===== config.mk =====
export PLATFORM = sky130hd
export DESIGN_NAME = add_err_monitor
export DESIGN_NICKNAME = d
export VERILOG_FILES = /design/src/rtl/add_err_monitor_pkg.sv /design/src/rtl/add_err_dist.sv /design/src/rtl/add_err_monitor.sv
export SDC_FILE = /design/constraint.sdc
export NUM_CORES = 1
export LEC_CHECK = 0
export CAP_MARGIN = 5
export CORE_MARGIN = 2
export CORE_UTILIZATION = 25
export DETAILED_ROUTE_END_ITERATION = 10
export MAX_ROUTING_LAYER = met4
export PLACE_DENSITY = 0.53
export SYNTH_ARGS = -nofsm -noshare
export SYNTH_HDL_FRONTEND = slang
export SYNTH_SLANG_ARGS = --single-unit

===== constraint.sdc =====
create_clock -name clk -period 8.1 [get_ports clk]
set_clock_uncertainty 0.15 [all_clocks]
set_input_delay 1.62 -clock clk [delete_from_list [all_inputs] [get_ports clk]]
set_output_delay 1.62 -clock clk [all_outputs]
set_load 0.02 [all_outputs]

===== src/rtl/add_err_monitor_pkg.sv =====
// Shared definitions for the approximate-adder error monitor.
package add_err_monitor_pkg;

    // Window control states
    typedef enum logic [1:0] {
        StIdle = 2'd0,
        StRun  = 2'd1,
        StDone = 2'd2
    } state_e;

    localparam int unsigned DefBwop = 32;

    // Counter width able to hold the full sample count N = 2^log2n
    function automatic int unsigned cnt_width(input int unsigned log2n);
        return log2n + 1;
    endfunction

endpackage


===== src/rtl/add_err_dist.sv =====
// Aligns adder operands with the registered adder result and produces the
// registered absolute error distance plus its valid flag.
module add_err_dist
    import add_err_monitor_pkg::*;
#(
    parameter int unsigned BWOP = DefBwop
) (
    input  logic            clk,
    input  logic            rst,
    input  logic            valid_i,
    input  logic [BWOP-1:0] a_i,
    input  logic [BWOP-1:0] b_i,
    input  logic [BWOP-1:0] c_apx_i,
    output logic            valid_o,
    output logic [BWOP-1:0] ed_o
);

    logic [BWOP-1:0] a1_q, b1_q;
    logic            v1_q;
    logic [BWOP-1:0] ed2_q, ed2_d;
    logic            v2_q;
    logic [BWOP-1:0] ex;

    // Exact modulo sum and absolute distance to the approximate result
    always_comb begin
        ex    = a1_q + b1_q;
        ed2_d = (ex >= c_apx_i) ? (ex - c_apx_i) : (c_apx_i - ex);
    end

    // Operand alignment stage, then distance register; both run in every state
    always_ff @(posedge clk or negedge rst) begin
        if (!rst) begin
            a1_q  <= '0;
            b1_q  <= '0;
            v1_q  <= 1'b0;
            ed2_q <= '0;
            v2_q  <= 1'b0;
        end else begin
            a1_q  <= a_i;
            b1_q  <= b_i;
            v1_q  <= valid_i;
            ed2_q <= ed2_d;
            v2_q  <= v1_q;
        end
    end

    assign valid_o = v2_q;
    assign ed_o    = ed2_q;

endmodule


===== src/rtl/add_err_monitor.sv =====
// Error-statistics monitor for a registered approximate adder: collects
// error count, max, sum and mean distance over a window of 2^LOG2N samples.
module add_err_monitor
    import add_err_monitor_pkg::*;
#(
    parameter int unsigned BWOP  = DefBwop,
    parameter int unsigned LOG2N = 10
) (
    input  logic                          clk,
    input  logic                          rst,
    input  logic                          start_i,
    input  logic                          in_valid_i,
    input  logic [BWOP-1:0]               a_i,
    input  logic [BWOP-1:0]               b_i,
    input  logic [BWOP-1:0]               c_apx_i,
    output logic                          busy_o,
    output logic                          done_o,
    output logic [cnt_width(LOG2N)-1:0]   err_cnt_o,
    output logic [BWOP-1:0]               max_ed_o,
    output logic [BWOP+LOG2N-1:0]         sum_ed_o,
    output logic [BWOP-1:0]               mean_ed_o
);

    localparam int unsigned CntW = cnt_width(LOG2N);
    localparam int unsigned N    = 1 << LOG2N;
    localparam logic [CntW-1:0] LastCnt = CntW'(N - 1);

    state_e                 state_q, state_d;
    logic [CntW-1:0]        cnt_q, cnt_d;
    logic [CntW-1:0]        err_cnt_q, err_cnt_d;
    logic [BWOP-1:0]        max_ed_q, max_ed_d;
    logic [BWOP+LOG2N-1:0]  sum_ed_q, sum_ed_d;
    logic                   v2;
    logic [BWOP-1:0]        ed2;
    logic                   accept;

    add_err_dist #(
        .BWOP (BWOP)
    ) u_dist (
        .clk     (clk),
        .rst     (rst),
        .valid_i (in_valid_i),
        .a_i     (a_i),
        .b_i     (b_i),
        .c_apx_i (c_apx_i),
        .valid_o (v2),
        .ed_o    (ed2)
    );

    assign accept = v2 && (state_q == StRun);

    // State register
    always_ff @(posedge clk or negedge rst) begin
        if (!rst) state_q <= StIdle;
        else      state_q <= state_d;
    end

    // Next-state: finish on the edge that accepts the last sample of the window
    always_comb begin
        state_d = state_q;
        unique case (state_q)
            StIdle: if (start_i) state_d = StRun;
            StRun:  if (accept && (cnt_q == LastCnt)) state_d = StDone;
            StDone: state_d = StIdle;
            default: state_d = StIdle;
        endcase
    end

    // Outputs decoded from state
    always_comb begin
        busy_o = (state_q == StRun);
        done_o = (state_q == StDone);
    end

    // Accumulator next-state: clear on accepted start, update on accepted sample
    always_comb begin
        cnt_d     = cnt_q;
        err_cnt_d = err_cnt_q;
        max_ed_d  = max_ed_q;
        sum_ed_d  = sum_ed_q;
        if (state_q == StIdle && start_i) begin
            cnt_d     = '0;
            err_cnt_d = '0;
            max_ed_d  = '0;
            sum_ed_d  = '0;
        end else if (accept) begin
            cnt_d     = cnt_q + 1'b1;
            err_cnt_d = err_cnt_q + CntW'(ed2 != '0);
            if (ed2 > max_ed_q) max_ed_d = ed2;
            sum_ed_d  = sum_ed_q + {{LOG2N{1'b0}}, ed2};
        end
    end

    // Accumulator registers
    always_ff @(posedge clk or negedge rst) begin
        if (!rst) begin
            cnt_q     <= '0;
            err_cnt_q <= '0;
            max_ed_q  <= '0;
            sum_ed_q  <= '0;
        end else begin
            cnt_q     <= cnt_d;
            err_cnt_q <= err_cnt_d;
            max_ed_q  <= max_ed_d;
            sum_ed_q  <= sum_ed_d;
        end
    end

    assign err_cnt_o = err_cnt_q;
    assign max_ed_o  = max_ed_q;
    assign sum_ed_o  = sum_ed_q;
    assign mean_ed_o = sum_ed_q[BWOP+LOG2N-1:LOG2N];

endmodule


==> summary.txt <==
STA
  • Sum of negative setup slack: 0 ns
  • Transition at the pin with the smallest max-transition slack: 1.14 ns
  • Unrepaired setup endpoints after global routing: no
  • Timing-limited maximum frequency: 0.149 GHz
  • Final Setup Violations: 0
  • Hold Fails Final Rpt: 0
  • Period utilisation layout: 0.827
  • Minimum period implied by the final worst setup slack: 6.70 ns
  • Final-report max-slew violation count: 0
  • Max-slew headroom at the worst pin: 0.232

GRT
  • Global-route total usage across every layer: 0.147
  • Global-route wire length before repair: 63800 um
  • Number of antenna violations at the first check in global routing: 0
  • Maximum number of pins on one net before global-route repair: 80
  • Total gr overflow: 0
  • Via count of the first global-routing pass: 11464

Clock network
  • Clk_lat worst skew: 0.50 ns
  • Count of hold buffers inserted by post-cts repair: 0
  • Post-cts sizing count: 0
  • Post-CTS clock slew at the launch and capture registers of the worst setup and hold paths: 0.08 ns
  • Clock Root Buffer: clkbuf_16
  • Post CTS Setup Buffer Count: 0
  • TritonCTS Buffers: 17
  • Number of buffers on the longest clock path: 2
  • TritonCTS clock tree: done
  • Number of sinks driven by the clock tree: 196
  • Number of H-tree levels: 4

Power
  • Worst vdd ir: 0.184 mV
  • Power share of the clock group: 0.140
  • Power density over the cells: 386 nW/um^2
  • Share of total power in combinational logic: 0.600
  • Pint: 0.00362 W
  • Portion of total power attributed to sequential cells: 0.261
  • Switching power: 0.00310 W
  • Leak pwr: 8.08 nW
  • Switching Fraction: 0.462

Placed design
  • Dpl cells: 2431
  • Port bufs: 218
  • Routability Congestion: 0.871
  • Post-detail-place hpwl: 32700 um

Synth
  • Syn_nets: 1806
  • Gate count after technology mapping: 1541
  • Fraction of registers with async set or reset after synthesis: 1.00
  • Most used standard cell by instance count after synthesis: dfrtp_1
  • Synth area leader: dfrtp_1
  • Netlist Area Pre-Place: 14000 um^2
  • Dominant cells by area after synthesis: dfrtp_1 35%, ha_1 14%, a21oi_1 4.3%
  • Portion of the post-synthesis area used by sequential elements: 0.350
  • FF+latch count, synth: 196
  • Area share of the leading cell type in the synthesized netlist: 0.350
  • Yosys cell types: 73
  • Syn Area/Cell: 9.10 um^2
  • Yosys warnings: 0
  • Most used standard cells in the synthesized netlist: 196 x dfrtp_1, 161 x ha_1, 124 x inv_1
  • Number of synthesized flops with an enable pin: 0
  • Primary flip-flop cell chosen by synthesis mapping: dfrtp_1

Die
  • Die Y: 241 um
  • Num rows: 86
  • Initial core utilization: 0.254
  • Number of ports placed on the die boundary: 219
  • Floorplan Core Area: 55300 um^2
  • Horizontal extent of the die: 241 um
  • Overall die area: 58000 um^2

Cells and area
  • Layout overhead on the synthesized area: 24.2%
  • Final instance count without filler cells: 2463
  • Diodes inserted: 0
  • Area occupied by registers: 4900 um^2
  • Proportion of layout cells with a drive suffix above 1: 0.0385
  • Area taken by multi-input logic gates: 8240 um^2
  • Fillcell total: 5800
  • Net count of the finished layout: 1967

Job
  • Max_cap viols: 0

Routing
  • Mean routed wirelength per cell: 16.6 um
  • Vias per std cell: 4.74
  • Iteration count of the initial detailed-routing pass: 7
  • DRT iter0 DRCs: 552
  • DRC violations left: 0
  • Antenna-violating nets left: 0
  • Final wirelength: 40900 um
  • Routed vias: 11666

Outcome
  • Result of the run: completed

Critical path
  • Worst Setup End Kind: flip-flop
  • Worst endpoint data arrival time: 6.91 ns
  • Peak fanout along the critical path: 30
  • Startpoint-to-endpoint class of the critical path: reg2reg
  • Required arrival time at the worst endpoint: 8.32 ns
  • Number of cells on the worst reg-to-reg path: 21
  • Startpoint type of the worst setup path: flip-flop

Min path
  • Worst hold path depth: 0
  • Class of the worst hold path: reg2reg
[area by class of cell]
cell class                      count  area share
Multi-Input combinational cell   1137       0.473
Sequential cell                   196       0.281
Timing Repair Buffer              226       0.129
Tap cell                          748      0.0537
Inverter                          124      0.0267
Clock buffer                       17      0.0244
Clock inverter                     15      0.0120
[per-stage QoR]
stage / utilization / setup slack, ns / hold WS (ns) / power (W) / area (um^2)
final: 0.315 / 1.40 / 0.210 / 0.00673 / 17400
after global placement: 0.304 / 1.53 / 0.186 / 0.00577 / 16800
after floorplan: - / 2.24 / 0.181 / 0.00447 / 14000
after global routing: 0.315 / 1.10 / 0.221 / 0.00732 / 17400
after detailed placement: 0.304 / 1.46 / 0.192 / 0.00582 / 16800
after CTS: 0.315 / 1.41 / 0.214 / 0.00680 / 17400
[registers in the layout, summed over array words and instances, names as in the netlist]
register	count
sum_ed_o	42
max_ed_o	32
u_dist.a1_q	32
u_dist.b1_q	32
u_dist.ed_o	32
cnt_q	11
err_cnt_o	11
state_q	2
u_dist.v1_q	1
u_dist.valid_o	1
[worst paths after layout]
kind | from | slack (ns) | endpoint
max reg2reg | u_dist.b1_q[0] | 1.40 | u_dist.ed_o[18]
min in group asynchronous | rst | 0.99 | cnt_q[5]
max | u_dist.b1_q[0] | 1.40 | u_dist.ed_o[18]
min reg2reg | u_dist.v1_q | 0.21 | u_dist.valid_o
min | u_dist.v1_q | 0.21 | u_dist.valid_o
max in group asynchronous | rst | 5.47 | u_dist.a1_q[21]
[per-layer routing]
| layer | part of all wire | wire, um | up-vias | global-route usage |
|---|---|---|---|---|
| li1 | - | - | 5798 | - |
| met1 | 0.46 | 18900 | 5571 | 0.184 |
| met2 | 0.48 | 19500 | 255 | 0.240 |
| met3 | 0.040 | 1620 | 42 | 0.0283 |
| met4 | 0.019 | 778 | 0 | 0.0475 |
| met5 | 0 | 0 | - | - |
[worst max-delay path: stages (launching register included)]
cell and delay [ns]:
dfrtp_1 0.37, ha_1 0.25, fa_1 0.43, a211o_1 0.31
a2111oi_2 0.41, o211a_1 0.24, o41ai_2 0.14, a2111oi_4 0.39
o311ai_1 0.26, or4b_1 0.52, a31o_2 0.27, xor2_1 0.15
ha_1 0.44, and3_1 0.23, a41oi_1 0.16, a32oi_1 0.18
a21oi_4 0.36, buf_4 0.39, mux2_2 0.41, o21ai_1 0.21
a21oi_1 0.12, xnor2_1 0.14
[layout by cell type (no fill, tap or decap), drive strengths merged, types with 6 or more instances in the layout]
cell type / n
clkdlybuf4s50: 217
dfrtp: 196
ha: 161
inv: 132
a21oi: 121
nor2: 107
nand2: 103
o21ai: 101
a21o: 75
xor2: 63
xnor2: 44
mux2i: 37
nand3: 31
nand4: 28
clkbuf: 18
nor4: 16
o211ai: 16
nand2b: 15
a211oi: 13
o21a: 13
nor2b: 12
and3: 12
nor3: 11
o21bai: 10
or3: 10
a31oi: 9
and2: 9
a22o: 8
buf: 8
a311oi: 8
a211o: 7
a221o: 7
o31ai: 7
a2111oi: 7
a41oi: 6
[logic make-up (layout without fill, tap and decap cells)]
family,count (synthesis),count (layout),share of synthesized area
fa+ha+maj,165,165,0.149
xor+xnor,107,107,0.0668
buf+inv,208,382,0.0643
flops,196,196,0.350
simple gates,374,374,0.128
mux,42,42,0.0304
compound gates,449,449,0.212
[power by group through the flow]
stage                     logic, W  registers (W)  clock network, W
after floorplan            0.00261        0.00186                 0
after global placement     0.00399        0.00177                 0
after detailed placement   0.00404        0.00178                 0
after CTS                  0.00406        0.00176          0.000976
after global routing       0.00449        0.00181           0.00101
final                      0.00403        0.00175          0.000939
No activity file was read; power rests on OpenSTA's default activity.
